[config.mk]
export PLATFORM = sky130hd
export DESIGN_NAME = seq_det_prog
export DESIGN_NICKNAME = d
export VERILOG_FILES = /design/src/rtl/seq_det_pkg.sv /design/src/rtl/seq_det_sat_cnt.sv /design/src/rtl/seq_det_prog.sv
export SDC_FILE = /design/constraint.sdc
export NUM_CORES = 1
export LEC_CHECK = 0
export BUFFER_PORTS_ARGS = -buffer_cell sky130_fd_sc_hd__buf_2
export CORE_MARGIN = 10
export CORE_UTILIZATION = 39
export DETAILED_ROUTE_END_ITERATION = 12
export GPL_TIMING_DRIVEN = 0
export SYNTH_ARGS = -nofsm -noshare
export SYNTH_HDL_FRONTEND = slang
export SYNTH_SLANG_ARGS = --single-unit
export TNS_END_PERCENT = 50
[constraint.sdc]
create_clock -name clk -period 4.63 [get_ports clk]
set_clock_uncertainty 0.05 [all_clocks]
set_input_delay 0.2315 -clock clk [delete_from_list [all_inputs] [get_ports clk]]
set_output_delay 0.2315 -clock clk [all_outputs]
set_load 0.01 [all_outputs]
[src/rtl/seq_det_pkg.sv]
// Shared definitions for the programmable serial pattern detector family.
//   state_t      : detector FSM state (history filling vs. armed)
//   DEF_*        : power-on configuration, the legacy "101" overlapping detector
//   len_mask()   : pattern length -> compare mask with the low 'len' bits set
package seq_det_pkg;

    typedef enum logic {
        ST_FILL  = 1'b0,
        ST_ARMED = 1'b1
    } state_t;

    localparam logic [7:0]  DEF_PATTERN = 8'b0000_0101;
    localparam int unsigned DEF_LEN     = 3;
    localparam logic        DEF_OVERLAP = 1'b1;

    // Mask is produced wide and truncated by the caller to its own MAX_LEN.
    localparam int unsigned MASK_W = 32;

    function automatic logic [MASK_W-1:0] len_mask(input int unsigned len);
        logic [MASK_W-1:0] m;
        m = '0;
        for (int unsigned i = 0; i < MASK_W; i++) begin
            if (i < len) begin
                m[i] = 1'b1;
            end
        end
        return m;
    endfunction

endpackage

[src/rtl/seq_det_sat_cnt.sv]
// Saturating up-counter with synchronous clear; clear has priority over increment.
//   clk  : clock, rising edge
//   rst  : asynchronous reset, active-low
//   clr  : synchronous clear
//   inc  : increment request (ignored once the count is all-ones)
//   cnt  : current count
module seq_det_sat_cnt #(
    parameter int unsigned W = 8
) (
    input  logic         clk,
    input  logic         rst,
    input  logic         clr,
    input  logic         inc,
    output logic [W-1:0] cnt
);

    always_ff @(posedge clk or negedge rst) begin
        if (!rst) begin
            cnt <= '0;
        end else if (clr) begin
            cnt <= '0;
        end else if (inc && (cnt != '1)) begin
            cnt <= cnt + 1'b1;
        end
    end

endmodule

[src/rtl/seq_det_prog.sv]
// Programmable serial pattern detector with runtime-loadable pattern, length
// and overlap mode. Drop-in successor of the fixed "101" Moore detector.
//   clk, rst     : clock (rising edge), asynchronous active-low reset
//   x_valid, x   : qualified serial input bit
//   cfg_load     : strobe latching cfg_pattern / cfg_len / cfg_overlap
//   cfg_pattern  : right-aligned pattern, bit cfg_len-1 received first
//   cfg_len      : pattern length, legal 1..MAX_LEN
//   cfg_overlap  : 1 = overlapping matches, 0 = history discarded after a match
//   cnt_clr      : synchronous clear of match_cnt (wins over a same-cycle match)
//   y            : registered one-cycle detect pulse
//   match_cnt    : saturating match count
//   cfg_err      : one-cycle pulse when an illegal cfg_len is loaded
module seq_det_prog
    import seq_det_pkg::*;
#(
    parameter int unsigned          MAX_LEN     = 8,
    parameter int unsigned          LEN_W       = 4,
    parameter int unsigned          CNT_W       = 8,
    parameter logic [MAX_LEN-1:0]   RST_PATTERN = MAX_LEN'(DEF_PATTERN),
    parameter int unsigned          RST_LEN     = DEF_LEN,
    parameter logic                 RST_OVERLAP = DEF_OVERLAP
) (
    input  logic               clk,
    input  logic               rst,
    input  logic               x_valid,
    input  logic               x,
    input  logic               cfg_load,
    input  logic [MAX_LEN-1:0] cfg_pattern,
    input  logic [LEN_W-1:0]   cfg_len,
    input  logic               cfg_overlap,
    input  logic               cnt_clr,
    output logic               y,
    output logic [CNT_W-1:0]   match_cnt,
    output logic               cfg_err
);

    state_t               state_q, state_n;
    logic [MAX_LEN-1:0]   pat_q, pat_n;
    logic [MAX_LEN-1:0]   hist_q, hist_n;
    logic [LEN_W-1:0]     len_q, len_n;
    logic [LEN_W-1:0]     fill_q, fill_n;
    logic                 ovl_q, ovl_n;
    logic                 y_q, y_n;
    logic                 err_q, err_n;

    logic                 cfg_legal;
    logic                 cfg_take;
    logic                 accept;
    logic                 reach;
    logic                 match;
    logic [MAX_LEN-1:0]   hist_shift;
    logic [MAX_LEN-1:0]   cmp_mask;

    assign cfg_legal  = (cfg_len != '0) && (cfg_len <= LEN_W'(MAX_LEN));
    assign cfg_take   = cfg_load && cfg_legal;
    // A legal config load drops any sample presented in the same cycle.
    assign accept     = x_valid && !cfg_take;
    assign hist_shift = MAX_LEN'({hist_q, x});
    assign cmp_mask   = MAX_LEN'(len_mask(32'(len_q)));
    assign reach      = ({1'b0, fill_q} + 1'b1) >= {1'b0, len_q};
    assign match      = accept && reach &&
                        (((hist_shift ^ pat_q) & cmp_mask) == '0);

    always_comb begin
        state_n = state_q;
        pat_n   = pat_q;
        hist_n  = hist_q;
        len_n   = len_q;
        fill_n  = fill_q;
        ovl_n   = ovl_q;
        y_n     = 1'b0;
        err_n   = cfg_load && !cfg_legal;

        if (cfg_take) begin
            pat_n   = cfg_pattern;
            len_n   = cfg_len;
            ovl_n   = cfg_overlap;
            fill_n  = '0;
            state_n = ST_FILL;
        end else if (accept) begin
            hist_n = hist_shift;
            y_n    = match;
            if (match && !ovl_q) begin
                fill_n  = '0;
                state_n = ST_FILL;
            end else begin
                if (state_q == ST_FILL) begin
                    fill_n = fill_q + 1'b1;
                end
                state_n = (fill_n == len_q) ? ST_ARMED : ST_FILL;
            end
        end
    end

    always_ff @(posedge clk or negedge rst) begin
        if (!rst) begin
            state_q <= ST_FILL;
            pat_q   <= RST_PATTERN;
            hist_q  <= '0;
            len_q   <= LEN_W'(RST_LEN);
            fill_q  <= '0;
            ovl_q   <= RST_OVERLAP;
            y_q     <= 1'b0;
            err_q   <= 1'b0;
        end else begin
            state_q <= state_n;
            pat_q   <= pat_n;
            hist_q  <= hist_n;
            len_q   <= len_n;
            fill_q  <= fill_n;
            ovl_q   <= ovl_n;
            y_q     <= y_n;
            err_q   <= err_n;
        end
    end

    assign y       = y_q;
    assign cfg_err = err_q;

    seq_det_sat_cnt #(
        .W(CNT_W)
    ) u_cnt (
        .clk (clk),
        .rst (rst),
        .clr (cnt_clr),
        .inc (match),
        .cnt (match_cnt)
    );

endmodule
### Word level (Yosys, flattened, before mapping)

Cells that the tools add are included.

| operators by class | value |
|---|---|
| add/sub/neg operators | 3 |
| magnitude comparators | 10 |
| muxes and demuxes | 23 |
| bitwise gates (word level) | 3 |
| eq/ne operators | 2 |
| reductions and logical operators | 16 |

Operator list:

| cell | number |
|---|---|
| $mux 4 | 7 |
| $lt 3x4->1 const A | 4 |
| $mux 8 | 2 |
| $mux 1 | 14 |
| $add 8x1->8 const B | 1 |
| $and 8x8->8 | 1 |
| $logic_and 1x1->1 | 8 |
| $logic_not 8->1 | 1 |
| $lt 1x4->1 const A | 2 |
| $lt 2x4->1 const A | 2 |
| $ne 8x8->1 const B | 1 |
| $xor 8x8->8 | 1 |
| $add 4x1->5 const B | 1 |
| $ge 5x4->1 | 1 |
| $add 4x1->4 const B | 1 |
| $eq 4x4->1 | 1 |
| $le 4x4->1 const B | 1 |
| $reduce_bool 2->1 | 2 |
| $reduce_bool 4->1 | 1 |
| $logic_not 1->1 | 3 |
| $reduce_and 2->1 | 1 |
| $not 1->1 | 1 |

| storage, ports and cells | value |
|---|---|
| logic and storage cells | 66 |
| output and inout bits | 10 |
| bits of input ports | 19 |
| register bits after elaboration | 35 |

### Longest topological paths before layout

Gate-level depths: netlist of run 1.

| logic depth | value |
|---|---|
| word-level depth | 16 |
| gate-level depth with buffers | 11 |
| depth with buffers taken out | 9 |

### By module

Synthesis of run 1 repeated with hierarchy kept, for this count alone.

| unflattened totals | value |
|---|---|
| cell total of the unflattened synthesis | 187 |
| area total of the unflattened synthesis | 1,991.9 sq um |

Modules (own cells, without submodules):

| module | cells an instance | instances | area each (sq um) |
|---|---|---|---|
| seq_det_prog | 138 | 1 | 1,527.7 |
| seq_det_sat_cnt | 49 | 1 | 464.2 |

### Worst setup path before layout of run 1

Ideal clock, no wire load.

| timing | value |
|---|---|
| kind | reg-to-reg |
| start point | register fill_q[2] |
| end point | register u_cnt.cnt[0] |
| slack | 2,311 ps |
| path buffers | 2 |
| cell stages (with the launch flop) | 11 |
| data arrival time | 2,192 ps |
| cells stage by stage | dfrtp_1 > clkbuf_1 > nand3_1 > xnor2_1 > ha_1 > o21ai_0 > o21ai_0 > nand4_2 > buf_2 > or3_1 > a21oi_1 |

| between the ends | value |
|---|---|
| cells in the longest elaborated chain, start to end | 6 |

RTL lines:

| element | RTL line | RTL |
|---|---|---|
| from (decl) | seq_det_prog.sv:41 | `logic [LEN_W-1:0] fill_q, fill_n;` |
| from (signal assigned) | seq_det_prog.sv:110 | `fill_q <= fill_n;` |
| $add 4x1->5 | seq_det_prog.sv:60 | `assign reach = ({1'b0, fill_q} + 1'b1) >= {1'b0, len_q};` |
| $ge 5x4->1 | seq_det_prog.sv:60 |  |
| $logic_and 1x1->1 (2 in series) | seq_det_prog.sv:61 | `assign match = accept && reach &&` |
| $logic_and 1x1->1 | seq_det_sat_cnt.sv:22 | `end else if (inc && (cnt != '1)) begin` |
| $reduce_bool 2->1 (no source line) | - |  |
| to (signal assigned) | seq_det_sat_cnt.sv:23 | `cnt <= cnt + 1'b1;` |
| to (decl) | seq_det_sat_cnt.sv:14 | `output logic [W-1:0] cnt` |

Every way passes these cells.
A chain may end at the register's enable or synchronous reset.

### Worst setup path in the final report of run 1

Same ends and word-level chain as after synthesis.

==> results of run 1 <==
-- where the power goes --
part           leakage [nW]  switching (mW)  internal, mW  total [mW]
logic                 0.552           0.189         0.173       0.361
clock network        0.0422           0.107         0.106       0.213
registers             0.439          0.0631         0.374       0.437
total                  1.03           0.359         0.652        1.01
-- critical path, delay by kind of cell, from the launching register on --
kind	cells	cell delay, ns
AO/OA/AOI/OAI	3	0.51
XOR/XNOR	1	0.15
adder cells (fa/ha/maj)	1	0.27
buffers and inverters	2	0.53
flip-flops	1	0.33
AND/OR/NAND/NOR	3	0.76
-- flip-flops by register name, indices dropped and copies added, names as in the netlist, 4 cells and up --
signal     count
pat_q          8
u_cnt.cnt      8
hist_q         7
fill_q         4
len_q          4
-- cell usage after synthesis, types with 2 or more instances --
cell      count  area (um^2)
nand2_1      34          128
dfrtp_1      30          751
a21oi_1      13         65.1
nand3_1      11         55.1
xnor2_1      11         96.3
o21ai_0       8         40.0
inv_1         7         26.3
mux2_2        7         78.8
xor2_1        7         61.3
a31oi_1       6         37.5
ha_1          6         75.1
nand2b_1      6         37.5
nor2_1        6         22.5
o31ai_1       6         45.0
or4_1         6         45.0
clkbuf_1      5         18.8
dfstp_2       5          131
and3_1        4         25.0
nor3_1        4         20.0
buf_2         3         15.0
a41oi_1       2         17.5
buf_1         2         7.51
buf_6         2         22.5
nand3b_1      2         15.0
nand4b_1      2         17.5
-- cell type report --
type | instances | area (um^2) | area share
Clock buffer | 7 | 76.3 | 0.0335
Timing Repair Buffer | 27 | 135 | 0.0592
Inverter | 7 | 26.3 | 0.0115
Tap cell | 67 | 83.8 | 0.0368
Sequential cell | 35 | 882 | 0.387
Clock inverter | 1 | 5.00 | 0.00219
Multi-Input combinational cell | 153 | 1010 | 0.442
Buffer | 12 | 63.8 | 0.0280
-- through the flow --
step	instances	setup WS [ns]	util	power, mW
floorplan	207	2.31	-	0.717
global placement	301	1.98	0.457	0.795
detailed placement	301	1.95	0.457	0.808
CTS	309	1.93	0.474	1.02
global route	309	1.63	0.474	1.10
finish	309	1.95	0.474	1.01
-- cells by family (layout without fill, tap and decap cells) --
kind of cell,count (synthesis),in the layout,synth area share
fa+ha+maj,6,6,0.0379
simple gates,82,82,0.216
xor+xnor,18,18,0.0796
buf+inv,19,54,0.0455
mux,8,8,0.0474
flops,35,35,0.445
compound gates,39,39,0.128
-- metal layers --
metal,global-route usage,vias to the layer above
met1,0.149,772
met4,0.0379,0
li1,-,797
met2,0.184,21
met5,0,-
met3,0.0230,2
-- final timing paths --
kind                                 from           end  slack, ns  depth (start not counted)
setup reg to reg                fill_q[2]  u_cnt.cnt[0]       1.95                         10
hold reg to reg                     ovl_q         ovl_q       0.41                          2
hold / removal                        rst  u_cnt.cnt[7]      -0.02                          1
setup / recovery                fill_q[2]  u_cnt.cnt[0]       1.95                         10
max in group asynchronous             rst  u_cnt.cnt[6]       4.03                          1
min in group clk           cfg_pattern[2]      pat_q[2]       0.08                          3
==> summary.md, run 1 <==
| Metric | Value |
|---|---|
| Outcome | finished with violations |
| Failing checks | hold timing |
| CTS tree | yes |
| Period minus WS final | 2.68 ns |
| Commonest non-fill, non-tap cell in the layout | nand2_1 |
| Detailed Route Iter0 Violations | slightly below 100 |
| Finished Cell Area | 0.00228 mm^2 |
| Commonest non-fill, non-tap cells in the layout | 34 x nand2_1, 30 x buf_2, 30 x dfrtp_1, 13 x a21oi_1 |
| Layout overhead on the synthesized area | 15.2% |
| CP max FO | 10 |
| Power density over the cells | around 440 mW/mm^2 |
| Peak VDD IR | approximately 0.20 mV |
| Vias in the first global route | 1696 |
| CP Capture Type | flip-flop |
| Initial DRT Pass Iterations | 4 |
| Post-Syn Area | about 0.002 mm^2 |
| Clock slew at reported path FFs | ~0.080 ns |
| Setup Fix Bufs, Post-CTS | 0 |
| Worst-case clock buffer depth | 2 |
| CTS buffer count | 5 |
| Later-pin clock latency in the skew report | ~0.28 ns |
| Worst setup SP type | flip-flop |
| Filler cell count | 490 |
| Worst Tran Pin Value | 0.797 ns |
| Setup TNS | 0 ns |
| Async S/R FF share, synth | 1.00 |
| Routed via count | between 1500 and 2000 |
| Routed Wire Length | ~4500 um |
| Cell leakage power | between 1 and 1.5 nW |
| EDFF count, synth | 0 |
| Starting Density | 0.411 |
| Row cnt | 25 |
| CP most frequent cell | o21ai_0 |
| RSZ-0062 raised after global routing | false |
| Post-Syn Area per Cell | roughly 9.6 um^2 |
| Core footprint | 0.00482 mm^2 |
| Die Ht | 91.3 um |
| Met2 routed WL | between 2000 and 2500 um |
| Share of layout cells above drive strength 1 | 0.227 |
| Unique masters post-synth | 37 |
| Slew margin rel. | 0.469 |
| Post-synth net total | 232 |
| Hold Vio Cnt, Final | 17 |
| Layout net count | 266 |
| Final RePlAce weighted congestion | ~0.80 |
| # setup viols final | 0 |
| CTS root buf | clkbuf_8 |
| Initial antenna violation count | 0 |
| Final ANT Viol Nets | 0 |
| WP data arrival | around 2.8 ns |
| # clock sinks | 35 |
| Sequential cell area fraction in the yosys report | 0.445 |
| Top layer in use | met4 |
| Placed cell area | between 0.002 and 0.0025 mm^2 |
| Hold-fix buffers at CTS | 0 |
| Met3 WL | approximately 150 um |
| Crit share post-route | 0.579 |
| Synthesized instance count | a little over 200 |
| H-tree levels | 2 |
| Number of antenna diodes | 0 |
| Detailed-route vias per instance | 5.15 |
| Die area | about 0.0083 mm^2 |
| Metal-1 WL | between 2000 and 2500 um |
| Final HPWL DP | 3260 um |
| Number of synthesized register bits | 35 |
| Synthesis Warnings | 0 |
| Top Ports | 29 |
| Max incr delay on CP | around 0.35 ns |
| First-pass GRT wire length | approximately 8000 um |
| IO Port Bufs | 27 |
| Hold Crit Class | in -> async |
| Synth Flop Type | dfrtp_1 |
| Final Max Slew Viols | 0 |
| Routed WL per cell | approximately 14 um |
| Gr usage total | 0.114 |
| Max Fclk | between 0.3 and 0.4 GHz |
| Die X | approximately 91 um |
| Worst-path cell chain | clkbuf_1 > nand3_1 > xnor2_1 > ha_1 > o21ai_0 > o21ai_0 > nand4_2 > buf_2 > or3_1 > a21oi_1 |
| Critical Path RT | 4.78 ns |
| Max Cap Violations | 0 |
| Final hold slack | -0.0210 ns |
| Crit Path Class | reg -> reg |
| Post-route DRC | 0 |
| CP max stage cell | or3_1 |
| Largest net degree at the start of global routing | 36 |
| GRT overflow | 0 |
| CTS resizes | 0 |
No activity file was read; power rests on OpenSTA's default activity.
==> run 2, diff against run 1 <==
- clock period: 4.63 -> 2.3 ns (I/O delays scaled with it)
==> summary.md, run 2 (same netlist as run 1, synthesis figures left out) <==
| Metric | Value |
|---|---|
| Outcome | complete, no violations |
| Clock group share of total power | 0.175 |
| CP Capture Type | flip-flop |
| Cell leakage power | around 1.1 nW |
| CTS root buf | clkbuf_8 |
| Layout overhead on the synthesized area | 30.7% |
| Die X | between 90 and 100 um |
| CP max stage cell | dfrtp_2 |
| Final setup margin | ~0.0092 ns |
| RSZ-0062 raised after global routing | true |
| Routed via count | about 1700 |
| Period minus WS final | 2.29 ns |
| Final Max Slew Viols | 0 |
| Final hold slack | 0.0289 ns |
| Hold Path Cell Cnt | 3 |
| Hold Crit Class | in -> reg |
| R2R Path End | u_cnt.cnt[0] |
| CP most frequent cell | buf_6 |
| # setup viols final | 0 |
| CP max FO | 8 |
| Die area | ~0.0083 mm^2 |
| Clock slew at reported path FFs | 0.07 ns |
| Pint | around 1.6 mW |
| Comb power frac | 0.456 |
| H-tree levels | 2 |
| Slew margin rel. | 0.476 |
| Total power | around 2.4 mW |
| Routed Wire Length | 4750 um |
| Worst setup SP type | flip-flop |
| Initial DRT Pass Iterations | 4 |
| Crit share post-route | 0.996 |
| Worst-path cell chain | buf_6 > buf_6 > ha_4 > nand2b_4 > a211oi_2 > o21ai_2 > nand4_4 > buf_6 > or3_4 > a21oi_2 |
| Worst r2r src | fill_q[0] |
| Max incr delay on CP | between 0.4 and 0.5 ns |
| Flop pwr share | 0.369 |
| GRT overflow | 0 |
| Largest net degree at the start of global routing | 36 |
| Final HPWL DP | between 3000 and 4000 um |
| Core footprint | 0.00482 mm^2 |
| CTS tree | yes |
| Max Cap Violations | 0 |
| Worst hold endpoint | len_q[0] |
| Starting Density | 0.411 |
| # clock sinks | 35 |
| IO Port Bufs | 27 |
| Final ANT Viol Nets | 0 |
| Commonest non-fill, non-tap cell in the layout | nand2_1 |
| Critical Path RT | about 2.5 ns |
| WP data arrival | 2.45 ns |
| Setup TNS | 0 ns |
| Post-route DRC | 0 |
| Layout net count | approximately 290 |
| Die Ht | 91.3 um |
| Reg2reg setup slack | ~0.009 ns |
| Commonest non-fill, non-tap cells in the layout | 34 x nand2_1, 30 x buf_2, 28 x dfrtp_1, 12 x a21oi_1, 11 x xnor2_1 |
| Worst Tran Pin Value | 0.786 ns |
| Share of layout cells above drive strength 1 | 0.307 |
| Worst-case clock buffer depth | 2 |
| Initial antenna violation count | 0 |
| Filler cell count | ~470 |
| Top Ports | 29 |
| Max Fclk | 0.437 GHz |
| Hold Vio Cnt, Final | 0 |
| Detailed-route vias per instance | roughly 5.1 |
| Final Core Density | 0.537 |
| Row cnt | 25 |
| Switching Share | 0.355 |
| Setup WS pre-CTS | -0.165 ns |
| Cell count of the worst reg-to-reg path | 10 |
| Vias in the first global route | between 1500 and 2000 |
| Worst path bufs/invs | 3 |
| CTS buffer count | 5 |
| Crit Path Class | reg -> reg |
| Later-pin clock latency in the skew report | between 0.2 and 0.3 ns |
| Detailed Route Iter0 Violations | 87 |
| Number of antenna diodes | 0 |
| Min-delay src | cfg_len[0] |
| First-pass GRT wire length | between 8000 and 9000 um |
| Psw | 854 uW |
| Gr usage total | 0.114 |
| Largest registers | pat_q (8), u_cnt.cnt (8), hist_q (7) |
| Peak VDD IR | around 0.44 mV |
| Crit path max-delay family | simple AND/OR/NAND/NOR gates |
| Routed WL per cell | approximately 14 um |
| Power density over the cells | 930 mW/mm^2 |
| Final RePlAce weighted congestion | slightly above 0.8 |
## run 2: changes by cell type in the layout (fill, tap and decap cells not counted), moves of 2 or more
cell | previous run | this run
ha_1 | 6 | 3
dfrtp_1 | 30 | 28
buf_4 | 0 | 9
ha_4 | 0 | 3
buf_6 | 2 | 5
dfrtp_2 | 0 | 2
dlygate4sd3_1 | 0 | 10
o21ai_0 | 8 | 6
## run 2: worst max path at each step
stage | to | depth (start not counted) | startpoint
after global placement | u_cnt.cnt[0] | 9 | fill_q[0]
after CTS | u_cnt.cnt[2] | 9 | fill_q[0]
after global routing | u_cnt.cnt[0] | 10 | fill_q[0]
final | u_cnt.cnt[0] | 10 | fill_q[0]
after floorplan | u_cnt.cnt[0] | 9 | fill_q[0]
after detailed placement | u_cnt.cnt[0] | 9 | fill_q[0]
## run 2: layout make-up
| class | instances | area, um^2 | share of cell area |
|---|---|---|---|
| timing repair buffer | 49 | 330 | 0.128 |
| clock buffer | 7 | 76.3 | 0.0295 |
| tap | 67 | 83.8 | 0.0324 |
| multi-input combinational | 153 | 1100 | 0.426 |
| sequential | 35 | 885 | 0.342 |
| buffer | 12 | 80.1 | 0.0309 |
| clock inverter | 1 | 5.00 | 0.00193 |
| inverter | 7 | 26.3 | 0.0101 |
## run 2: metal layers
| metal | up-vias | share of wire | routed length (um) | GRT usage |
|---|---|---|---|---|
| li1 | 840 | - | - | - |
| met1 | 804 | 0.47 | 2240 | 0.147 |
| met2 | 36 | 0.48 | 2280 | 0.182 |
| met3 | 6 | 0.037 | 178 | 0.0272 |
| met4 | 0 | 0.012 | 57 | 0.0392 |
| met5 | - | 0 | 0 | 0 |
## run 2: through the flow
stage	cells	area [um^2]
final	331	2590
after CTS	322	2440
after global placement	301	2200
after global routing	331	2590
after floorplan	207	1980
after detailed placement	301	2200
## run 2: power by group through the flow
| stage | Clock [mW] | Sequential [mW] | Combinational, mW |
|---|---|---|---|
| floorplan | 0 | 0.864 | 0.586 |
| global placement | 0 | 0.891 | 0.720 |
| global route | 0.464 | 0.906 | 1.22 |
| finish | 0.422 | 0.887 | 1.10 |
| CTS | 0.439 | 0.881 | 0.840 |
| detailed placement | 0 | 0.895 | 0.728 |
## run 2: what timing repair did
item                                    4_1_cts  5_1_grt
cloned                                        0        1
setup buffers                                 3        8
pin swaps                                     9       11
hold buffers                                 10        0
endpoints found under the setup margin       11       13
endpoints found under the hold margin        39        0
gates resized for setup                       8       15
## run 2: worst register-to-register path: cells and delay by family, from the launching register on
family	cells	cell delay [ns]
compound gates	3	0.41
buf+inv	3	0.43
simple gates	3	0.66
fa+ha+maj	1	0.24
flops	1	0.44
==> run 3, diff against run 2 <==
- GPL_TIMING_DRIVEN: 0 -> not set
==> summary.md, run 3 (same netlist as run 1, synthesis figures left out) <==
| Metric | Value |
|---|---|
| Outcome | finished with violations |
| Failing checks | setup timing |
| Power density over the cells | between 1000 and 1500 mW/mm^2 |
| CP max FO | 5 |
| Number of antenna diodes | 0 |
| Filler cell count | roughly 440 |
| Crit path max-delay family | simple AND/OR/NAND/NOR gates |
| Placed cell count | between 300 and 400 |
| RSZ-0062 raised after global routing | true |
| Post-route DRC | 0 |
| CP max stage cell | or4_1 |
| CTS buffer count | 5 |
| Routed WL per cell | about 15 um |
| Layout net count | slightly below 300 |
| Die X | slightly above 90 um |
| Top Ports | 29 |
| Initial DRT Pass Iterations | 4 |
| Layout overhead on the synthesized area | 35.9% |
| Starting Density | 0.411 |
| CTS root buf | clkbuf_8 |
| Total power | 2.75 mW |
| Final HPWL DP | ~3300 um |
| Share of layout cells above drive strength 1 | 0.352 |
| Critical path startpoint | fill_q[0] |
| R2R Path End | u_cnt.cnt[2] |
| CTS tree | yes |
| Period minus WS final | roughly 2.3 ns |
| IO Port Bufs | 28 |
| Hold Crit Class | in -> reg |
| Clock slew at reported path FFs | 0.08 ns |
| Later-pin clock latency in the skew report | 0.29 ns |
| H-tree levels | 2 |
| Vias in the first global route | around 1700 |
| Commonest non-fill, non-tap cells in the layout | 34 x nand2_1, 28 x dfrtp_1, 28 x buf_2, 26 x buf_4, 12 x a21oi_1 |
| Setup WS pre-CTS | -0.175 ns |
| WP data arrival | 2.51 ns |
| Worst setup SP type | flip-flop |
| Max incr delay on CP | ~0.49 ns |
| First-pass GRT wire length | slightly above 8000 um |
| Final setup margin | -0.0461 ns |
| Peak VDD IR | about 0.53 mV |
| Cell count of the worst reg-to-reg path | 9 |
| Initial antenna violation count | 0 |
| Reg2reg setup slack | -0.05 ns |
| GRT overflow | 0 |
| Max Cap Violations | 0 |
| Largest net degree at the start of global routing | 36 |
| Core footprint | slightly below 0.005 mm^2 |
| Row cnt | 25 |
| Largest registers | pat_q (8), u_cnt.cnt (8), hist_q (7) |
| Worst-path cell chain | ha_4 > xor2_1 > ha_2 > o21ai_2 > o21ai_4 > buf_4 > nand4_4 > or4_1 > a21oi_1 |
| Commonest non-fill, non-tap cell in the layout | nand2_1 |
| Layout Cells excl Fill | between 300 and 400 |
| Detailed-route vias per instance | approximately 5.1 |
| Worst-case clock buffer depth | 2 |
| Die Ht | ~91 um |
| Crit share post-route | 1.02 |
| Crit Path Class | reg -> reg |
| Worst path bufs/invs | 1 |
| Gr usage total | 0.120 |
| Critical Path RT | 2.47 ns |
| Hold Vio Cnt, Final | 0 |
| Die area | between 0.008 and 0.009 mm^2 |
| Crit path capture | u_cnt.cnt[2] |
| Routed via count | approximately 1700 |
| Crit path depth | 9 |
| # clock sinks | 35 |
| Max Fclk | around 0.43 GHz |
| Finished Cell Area | 0.00269 mm^2 |
| Slew margin rel. | 0.483 |
| Detailed Route Iter0 Violations | about 120 |
| Cell leakage power | ~1.2 nW |
| Routed Wire Length | roughly 5000 um |
| # setup viols final | 1 |
| Worst r2r src | fill_q[0] |
| Final RePlAce weighted congestion | a little over 0.8 |
| Placed cell area | approximately 0.0023 mm^2 |
| Final ANT Viol Nets | 0 |
| Worst Tran Pin Value | slightly below 0.8 ns |
| Final Max Slew Viols | 0 |
| CP Capture Type | flip-flop |
==> run 3: worst min-delay path by stage <==
stage                  start           end  slack (ns)  cells past startpoint
floorplan                rst       cfg_err       -0.23                      0
global placement         rst       cfg_err        0.20                      1
finish              cfg_load       cfg_err        0.03                      2
global route               x     hist_q[0]        0.03                      2
detailed placement       rst  u_cnt.cnt[5]        0.20                      1
CTS                 cfg_load       cfg_err        0.03                      2
==> run 3: cell type report <==
class / count / area [um^2] / area share
Clock buffer: 5 / 68.8 / 0.0256
Timing Repair Buffer: 66 / 457 / 0.170
Sequential cell: 35 / 885 / 0.329
Multi-Input combinational cell: 154 / 1130 / 0.419
Clock inverter: 3 / 43.8 / 0.0163
Inverter: 7 / 26.3 / 0.00976
Tap cell: 67 / 83.8 / 0.0311
==> run 3: timing repair <==
item,4_1_cts,5_1_grt
pin swaps,11,5
gates cloned,1,0
hold buffers,11,0
setup buffers,5,4
resized for setup,6,15
endpoints found under the hold margin,40,0
endpoints found under the setup margin,7,13
==> run 3: layer usage <==
layer / wire (um) / part of all wire / track usage / vias to the layer above
met5: 0 / 0 / 0 / -
met4: 93 / 0.018 / 0.0431 / 0
met3: 240 / 0.048 / 0.0379 / 10
met2: 2420 / 0.48 / 0.187 / 34
met1: 2280 / 0.45 / 0.154 / 824
li1: - / - / - / 855
==> run 3: per-stage QoR <==
stage	setup TNS (ns)	hold slack [ns]	util
CTS	-0.0164	0.0256	0.534
floorplan	0	-0.231	-
global route	-1.06	0.0271	0.559
finish	-0.0461	0.0278	0.559
global placement	-0.492	0.200	0.472
detailed placement	-0.929	0.202	0.472
==> run 3: power breakdown <==
| group | internal, mW | switching, mW | leakage [nW] | total, mW |
|---|---|---|---|---|
| sequential | 0.756 | 0.135 | 0.436 | 0.891 |
| clock | 0.323 | 0.238 | 0.0581 | 0.561 |
| combinational | 0.699 | 0.597 | 0.714 | 1.30 |
